## config.mk

```make
export PLATFORM = sky130hd
export DESIGN_NAME = mult_share_arbiter
export DESIGN_NICKNAME = d
export VERILOG_FILES = /design/src/rtl/mult_share_arbiter.sv
export SDC_FILE = /design/constraint.sdc
export NUM_CORES = 1
export LEC_CHECK = 0
export ABC_CLOCK_PERIOD_IN_PS = 2000
export CORE_UTILIZATION = 37
export CTS_BUF_LIST = sky130_fd_sc_hd__clkbuf_4 sky130_fd_sc_hd__clkbuf_8 sky130_fd_sc_hd__clkbuf_16
export CTS_CLUSTER_SIZE = 20
export DETAILED_ROUTE_END_ITERATION = 7
export PLACE_DENSITY = 0.81
export SLEW_MARGIN = 40
export SYNTH_ARGS = -nofsm -noshare
export SYNTH_HDL_FRONTEND = slang
export SYNTH_SLANG_ARGS = --single-unit
```

## constraint.sdc

```tcl
create_clock -name clk -period 2 [get_ports clk]
set_input_delay 0.4 -clock clk [delete_from_list [all_inputs] [get_ports clk]]
set_output_delay 0.4 -clock clk [all_outputs]
set_load 0.005 [all_outputs]
```

## src/rtl/mult_share_arbiter.sv

```systemverilog
// Round-robin arbiter sharing one shift-add multiplier between NUM_REQ requesters.
// Define MULT_ARB_TIMEOUT_EN to build the WAIT-state watchdog (TIMEOUT_CYCLES).
module mult_share_arbiter #(
   parameter int unsigned NUM_REQ        = 4,
   parameter int unsigned ID_W           = 2,
   parameter int unsigned TIMEOUT_CYCLES = 31
) (
   input  logic                 clk,
   input  logic                 rst,
   input  logic [NUM_REQ-1:0]   req,
   input  logic [NUM_REQ*8-1:0] req_a,
   input  logic [NUM_REQ*8-1:0] req_b,
   output logic [NUM_REQ-1:0]   rsp_valid,
   output logic [7:0]           rsp_data,
   output logic                 rsp_err,
   output logic [ID_W-1:0]      grant_id,
   output logic                 busy,
   output logic [7:0]           mul_a,
   output logic [7:0]           mul_b,
   output logic                 mul_start,
   input  logic                 mul_done,
   input  logic [7:0]           mul_c
);

   typedef enum logic [1:0] {StIdle, StStart, StWait, StResp} state_e;

   state_e          state_q, state_d;
   logic [7:0]      mul_a_q, mul_a_d;
   logic [7:0]      mul_b_q, mul_b_d;
   logic [7:0]      rsp_data_q, rsp_data_d;
   logic [ID_W-1:0] grant_id_q, grant_id_d;
   logic [ID_W-1:0] last_grant_q, last_grant_d;
   logic [ID_W-1:0] pick;
   logic [ID_W-1:0] scan_idx;

`ifdef MULT_ARB_TIMEOUT_EN
   localparam int unsigned CNT_W = $clog2(TIMEOUT_CYCLES + 1);

   logic [CNT_W-1:0] cnt_q, cnt_d;
   logic             rsp_err_q, rsp_err_d;
`else
   logic unused_timeout;
   assign unused_timeout = ^TIMEOUT_CYCLES;
`endif

   // Scan from the highest offset down so the nearest requester after last_grant wins.
   always_comb begin
      pick     = last_grant_q;
      scan_idx = last_grant_q;
      for (int k = NUM_REQ; k >= 1; k--) begin
         scan_idx = ID_W'((int'(last_grant_q) + k) % int'(NUM_REQ));
         if (req[scan_idx]) begin
            pick = scan_idx;
         end
      end
   end

   always_comb begin
      state_d      = state_q;
      mul_a_d      = mul_a_q;
      mul_b_d      = mul_b_q;
      rsp_data_d   = rsp_data_q;
      grant_id_d   = grant_id_q;
      last_grant_d = last_grant_q;
`ifdef MULT_ARB_TIMEOUT_EN
      cnt_d        = cnt_q;
      rsp_err_d    = rsp_err_q;
`endif
      unique case (state_q)
         StIdle: begin
            if (|req) begin
               grant_id_d = pick;
               mul_a_d    = req_a[{pick, 3'b000} +: 8];
               mul_b_d    = req_b[{pick, 3'b000} +: 8];
               state_d    = StStart;
            end
         end
         StStart: begin
`ifdef MULT_ARB_TIMEOUT_EN
            cnt_d = '0;
`endif
            state_d = StWait;
         end
         StWait: begin
            if (mul_done) begin
               rsp_data_d = mul_c;
`ifdef MULT_ARB_TIMEOUT_EN
               rsp_err_d  = 1'b0;
`endif
               state_d    = StResp;
            end
`ifdef MULT_ARB_TIMEOUT_EN
            // mul_done on the limit cycle takes priority over the abort.
            else if (cnt_q == CNT_W'(TIMEOUT_CYCLES - 1)) begin
               rsp_data_d = 8'h00;
               rsp_err_d  = 1'b1;
               state_d    = StResp;
            end else begin
               cnt_d = cnt_q + 1'b1;
            end
`endif
         end
         StResp: begin
            last_grant_d = grant_id_q;
            state_d      = StIdle;
         end
         default: state_d = StIdle;
      endcase
   end

   always_ff @(posedge clk or negedge rst) begin
      if (!rst) begin
         state_q      <= StIdle;
         mul_a_q      <= 8'h00;
         mul_b_q      <= 8'h00;
         rsp_data_q   <= 8'h00;
         grant_id_q   <= '0;
         last_grant_q <= ID_W'(NUM_REQ - 1);
      end else begin
         state_q      <= state_d;
         mul_a_q      <= mul_a_d;
         mul_b_q      <= mul_b_d;
         rsp_data_q   <= rsp_data_d;
         grant_id_q   <= grant_id_d;
         last_grant_q <= last_grant_d;
      end
   end

`ifdef MULT_ARB_TIMEOUT_EN
   always_ff @(posedge clk or negedge rst) begin
      if (!rst) begin
         cnt_q     <= '0;
         rsp_err_q <= 1'b0;
      end else begin
         cnt_q     <= cnt_d;
         rsp_err_q <= rsp_err_d;
      end
   end

   assign rsp_err = rsp_err_q;
`else
   assign rsp_err = 1'b0;
`endif

   always_comb begin
      rsp_valid = '0;
      if (state_q == StResp) begin
         rsp_valid[grant_id_q] = 1'b1;
      end
   end

   assign mul_start = (state_q == StStart);
   assign busy      = (state_q != StIdle);
   assign mul_a     = mul_a_q;
   assign mul_b     = mul_b_q;
   assign rsp_data  = rsp_data_q;
   assign grant_id  = grant_id_q;

endmodule
```

# Word level (Yosys, flattened, before mapping)
# Index checks and enable logic that the tools add are counted.
# W data, S select, Z words.
dict set report op_classes {
  addsub 4
  magnitude_cmp 6
  n_eq_ne 5
  shift 2
  n_mux 18
  reduce_logical 7
}
# op n
set ops {}
lappend ops {{$shiftx A32 B6 Y8} 2}
lappend ops {{$lt A2 B3 Y1 const B} 5}
lappend ops {{$mux W2} 6}
lappend ops {{$bmux W1 S2} 4}
lappend ops {{$pmux W2 S4} 1}
lappend ops {{$reduce_and A2 Y1} 3}
lappend ops {{$mux W1} 5}
lappend ops {{$add A2 B1 Y2 const B} 2}
lappend ops {{$add A2 B2 Y2 const B} 2}
lappend ops {{$eq A2 B2 Y1 const B} 2}
lappend ops {{$mux W4} 1}
lappend ops {{$ne A2 B2 Y1 const B} 2}
lappend ops {{$reduce_or A4 Y1} 1}
lappend ops {{$demux W1 S2} 1}
lappend ops {{$eq A2 B1 Y1 const B} 1}
lappend ops {{$ge A2 B1 Y1 const B} 1}
lappend ops {{$logic_not A2 Y1} 1}
lappend ops {{$reduce_bool A2 Y1} 1}
lappend ops {{$logic_and A1 B1 Y1} 1}
dict set report word_totals {
  register_bits 30
  inputBits 79
  out_inout_bits 33
}

# Depth between registers and ports, before layout
dict set report logic_depth {
  depth_word 8
  ltp_mapped 7
}

# Worst setup path after synthesis
# Ideal clock, no wire load.
dict set report synth_timing {
  kind {register to register}
  start {register last_grant_q[0]}
  end {register mul_a_q[0], in the netlist mul_a[0]}
  setup_time_ns 0.132
  t_arrival_ns 1.654
  required_time_ns 1.868
  slack_ns 0.214
  stages_incl_launch_ff 7
  n_path_buf 1
  period_less_slack_ns 1.786
  path_cell_list {dfstp_2 > or2b_2 > o21ai_2 > a221oi_4 > buf_6 > mux2i_1 > o221ai_2}
}
dict set report synth_via {
  elab_chain_len 8
  word_cells_on_any_way 17
}
# item line
set synth_lines {}
lappend synth_lines {{start, declared} 32} ;# logic [ID_W-1:0] last_grant_q, last_grant_d;
lappend synth_lines {{start signal, assigned} 118} ;# last_grant_q <= ID_W'(NUM_REQ - 1);
lappend synth_lines {{start signal, assigned} 125} ;# last_grant_q <= last_grant_d;
lappend synth_lines {{$add A2 B1 Y2} 51} ;# scan_idx = ID_W'((int'(last_grant_q) + k) % int'(NUM_REQ));
lappend synth_lines {{$bmux W1 S2} 52} ;# if (req[scan_idx]) begin
lappend synth_lines {{$mux W1 (implied by the code)} 52}
lappend synth_lines {{$mux W2 (3 in series)} 52}
lappend synth_lines {{$mux W2 *} 52}
lappend synth_lines {{$shiftx A32 B6 Y8 *} 73} ;# mul_a_d = req_a[{pick, 3'b000} +: 8];
lappend synth_lines {{end signal, assigned} 121} ;# mul_a_q <= mul_a_d;
lappend synth_lines {{end, declared} 28} ;# logic [7:0] mul_a_q, mul_a_d;
# Mark *: on every way between the ends. The rest lies on a longest branch, timed or not. The select of a mux whose other input is x is not followed.
# A chain may end at the register's enable or synchronous reset.

# Worst setup path after layout
dict set report layout_timing {
  start {input req[2]}
  end {register mul_b_q[0], in the netlist mul_b[0]}
}
dict set report layout_via {
  elab_chain_len 7
  word_cells_on_any_way 15
}
# item line
set layout_lines {}
lappend layout_lines {{start, declared} 10} ;# input logic [NUM_REQ-1:0] req,
lappend layout_lines {{$bmux W1 S2} 52}
lappend layout_lines {{$mux W1 (implied by the code)} 52}
lappend layout_lines {{$mux W2 (4 in series)} 52}
lappend layout_lines {{$shiftx A32 B6 Y8} 74} ;# mul_b_d = req_b[{pick, 3'b000} +: 8];
lappend layout_lines {{end signal, assigned} 122} ;# mul_b_q <= mul_b_d;
lappend layout_lines {{end, declared} 29} ;# logic [7:0] mul_b_q, mul_b_d;
# Several ways; a longest one is shown, not always the timed one. The select of a mux whose other input is x is not followed.

==> flow_summary.ini <==
[timing]
fmax_ghz = 0.517
setup_slack_ns = 0.0669
finalCritPeriodShare_pct = 96.7
hold_violations = 0
finClkSkew_ns = 0.00203
fin_crit_ns = 1.93
slew_viol_final = 0
hold-worst-slack_ns = 0.495
rsz0062_at_grt = no
setup_viol = 0

[routing]
via_per_inst = 5.09
detail_route.wl_per_cell_um = 16.0
routed_wl_um = 5250
drc = 5
dr_total_vias = 1671
drt-initial-drc-count = 62
firstDrtPassIters = 6
antenna_left = 0

[power]
power_density_nw_per_um2 = 1310
comb_power_share_pct = 60.4
p_leak_nw = 1.41
p_switching_mw = 1.44
ir_worst_vdd_uv = 792
seqPwrFrac_pct = 27.4
swShare_pct = 34.5
pwr-share-clk_pct = 12.2
internal_power_mw = 2.73

[finish]
n_antenna_cell = 0
syn2layout_area_growth_pct = 78.9
final_cell_count_no_fill = 328
drive_gt1_share_pct = 19.6
final_core_util_pct = 71.0
nets = 358

[synthesis]
yosysUniqueCellTypes = 33
synth_commonest_cells = mux2i_1, dfrtp_1, nand2_1, mux2_2, o221ai_2
syn_area_per_cell_um2 = 11.6
ys.flop_type = dfrtp_1
synth.area.top_cells = dfrtp_1, mux2i_1, o221ai_2
synth-edff-count = 0
syn_area_um2 = 1780
synth_top_area_share_pct = 39.5
yosys.area.top_type = dfrtp_1
yosysWarnings = 0
yosysSeqAreaShare_pct = 42.4
synth_most_common_cell = mux2i_1
synth_nets = 236
ys_ff_latch = 30
syn_inst = 153
synthArstFlopShare_pct = 100

[critical_path]
ff2ff_setup_slack_ns = 0.10
cp-start-kind = input port
rr_worst_depth = 7
reg2reg_to = mul_b[0]
cp.required_ns = 2.13
critPathArrivalTime_ns = 2.06
path_class = input port to flip-flop
worst_r2r_startpoint = last_grant_q[0]
worst-path-max-fanout = 8
endpoint_kind = flip-flop

[placed_design]
place_ws_ns = -0.253
place_inst = 313
dp_hpwl_um = 3750
port_buffers = 110
gp_routability_congestion = 0.687

[worst_hold_path]
min-delay-start = mul_a[1]
whs_endpoint = mul_a[1]
whs_path_depth = 2
holdCritPathClass = flip-flop to flip-flop

[clocking]
cts_max_level = 2
cts_tree = done
cts.path.max_buffers = 2
cts_buffers = 5
cts-root-buf = clkbuf_8
clk_latency_ns = 0.27
cts.reportedPaths.clkPinSlew_ns = 0.06
cts.sinks = 30

[global_routing]
grt_pass1_wl_um = 7730
grt_antenna_before_repair = 0
grt_overflow = 0
track_usage_pct = 19.5
grt_pass1_vias = 1733
grt_start_max_net_pins = 34

[floorplanning]
start_util_pct = 39.7
die_y_um = 71.3
die_x_um = 71.3
ios = 112
rows = 24
core_area_um2 = 4470
die-area_um2 = 5080

[status]
violations = DRC
status = finished, violations left

[flow_run]
cap_violations = 0
[stage by stage]
step | area [um2] | setup TNS (ns) | power, mW
global placement | 2950 | -2.91 | 3.36
finish | 3180 | 0 | 4.18
floorplan | 1780 | 0 | 2.38
global route | 3180 | 0 | 4.43
detailed placement | 2950 | -3.53 | 3.43
CTS | 3070 | 0 | 3.98
[final cells by class]
cell class	instances	area (um2)
clock buffer	7	90.1
clock inverter	1	5.00
fill	307	1300
inverter	5	18.8
multi-input combinational	108	955
sequential	30	754
tap	52	65.1
timing repair buffer	125	1290
[what timing repair did]
| item | 4_1_cts | 5_1_grt |
|---|---|---|
| hold endpoints to repair | 0 | 0 |
| setup endpoints to repair | 4 | 16 |
| gates resized for setup | 4 | 8 |
| setup buffers | 1 | 3 |
| gates cloned | 0 | 3 |
| hold buffers | 0 | 0 |
| pin swaps | 0 | 3 |
[worst max-delay path, cell delays in order]
cell             delay (ns)
clkdlybuf4s50_1        0.56
nor2_1                 0.10
a221oi_4               0.31
buf_6                  0.17
clkbuf_16              0.16
mux2i_1                0.21
o221ai_1               0.15
[sequential cells by signal, indices dropped and copies added, names as in the netlist]
register      cells
mul_b             8
rsp_data          8
state_q           2
grant_id          2
mul_a             8
last_grant_q      2
[layer usage]
metal / vias up / wire length [um] / global-route usage (%)
met3: 8 / 357 / 5.91
met4: 0 / 89 / 6.89
met5: - / 0 / 0
li1: 803 / - / -
met2: 66 / 2640 / 34.1
met1: 794 / 2160 / 22.8
[logic make-up after synthesis]
family | after synthesis | share of synthesized area, %
compound gates | 27 | 16.1
fa+ha+maj | 4 | 2.82
buf+inv | 15 | 5.28
flops | 30 | 42.4
mux | 41 | 23.7
other cells | 1 | 0.211
simple gates | 35 | 9.44
[power groups by stage]
stage	registers (mW)	clock network, mW	logic, mW
6_report	1.14	0.509	2.52
5_1_grt	1.18	0.542	2.70
4_1_cts	1.14	0.518	2.32
3_5_place_dp	1.14	0	2.29
3_3_place_gp	1.13	0	2.22
2_1_floorplan	1.13	0	1.25
[how the worst max path moves through the flow]
stage,slack [ns],to,depth (start not counted),from
after detailed placement,-0.25,mul_a[2],7,req[1]
after global placement,-0.21,mul_b[5],7,req[1]
after global routing,0.007,mul_a[5],7,req[2]
after CTS,0.01,rsp_valid[2],4,state_q[0]
after floorplan,0.21,mul_a[0],6,last_grant_q[0]
final,0.07,mul_b[0],7,req[2]
[cell usage in the layout, fill, tap and decap left out, types with 2 or more instances in the layout]
cell / instances
clkdlybuf4s50_1: 106
mux2i_1: 30
dfrtp_1: 27
nand2_1: 22
o221ai_2: 9
mux2_2: 9
buf_4: 9
o221ai_1: 7
clkbuf_8: 6
inv_1: 4
nand2b_1: 3
o21ai_0: 3
dlymetal6s2s_1: 3
nor2_1: 2
a21oi_1: 2
mux2i_2: 2
ha_1: 2
clkbuf_16: 2
buf_6: 2
dfstp_2: 2
buf_12: 2
No activity file was read; power rests on OpenSTA's default activity.
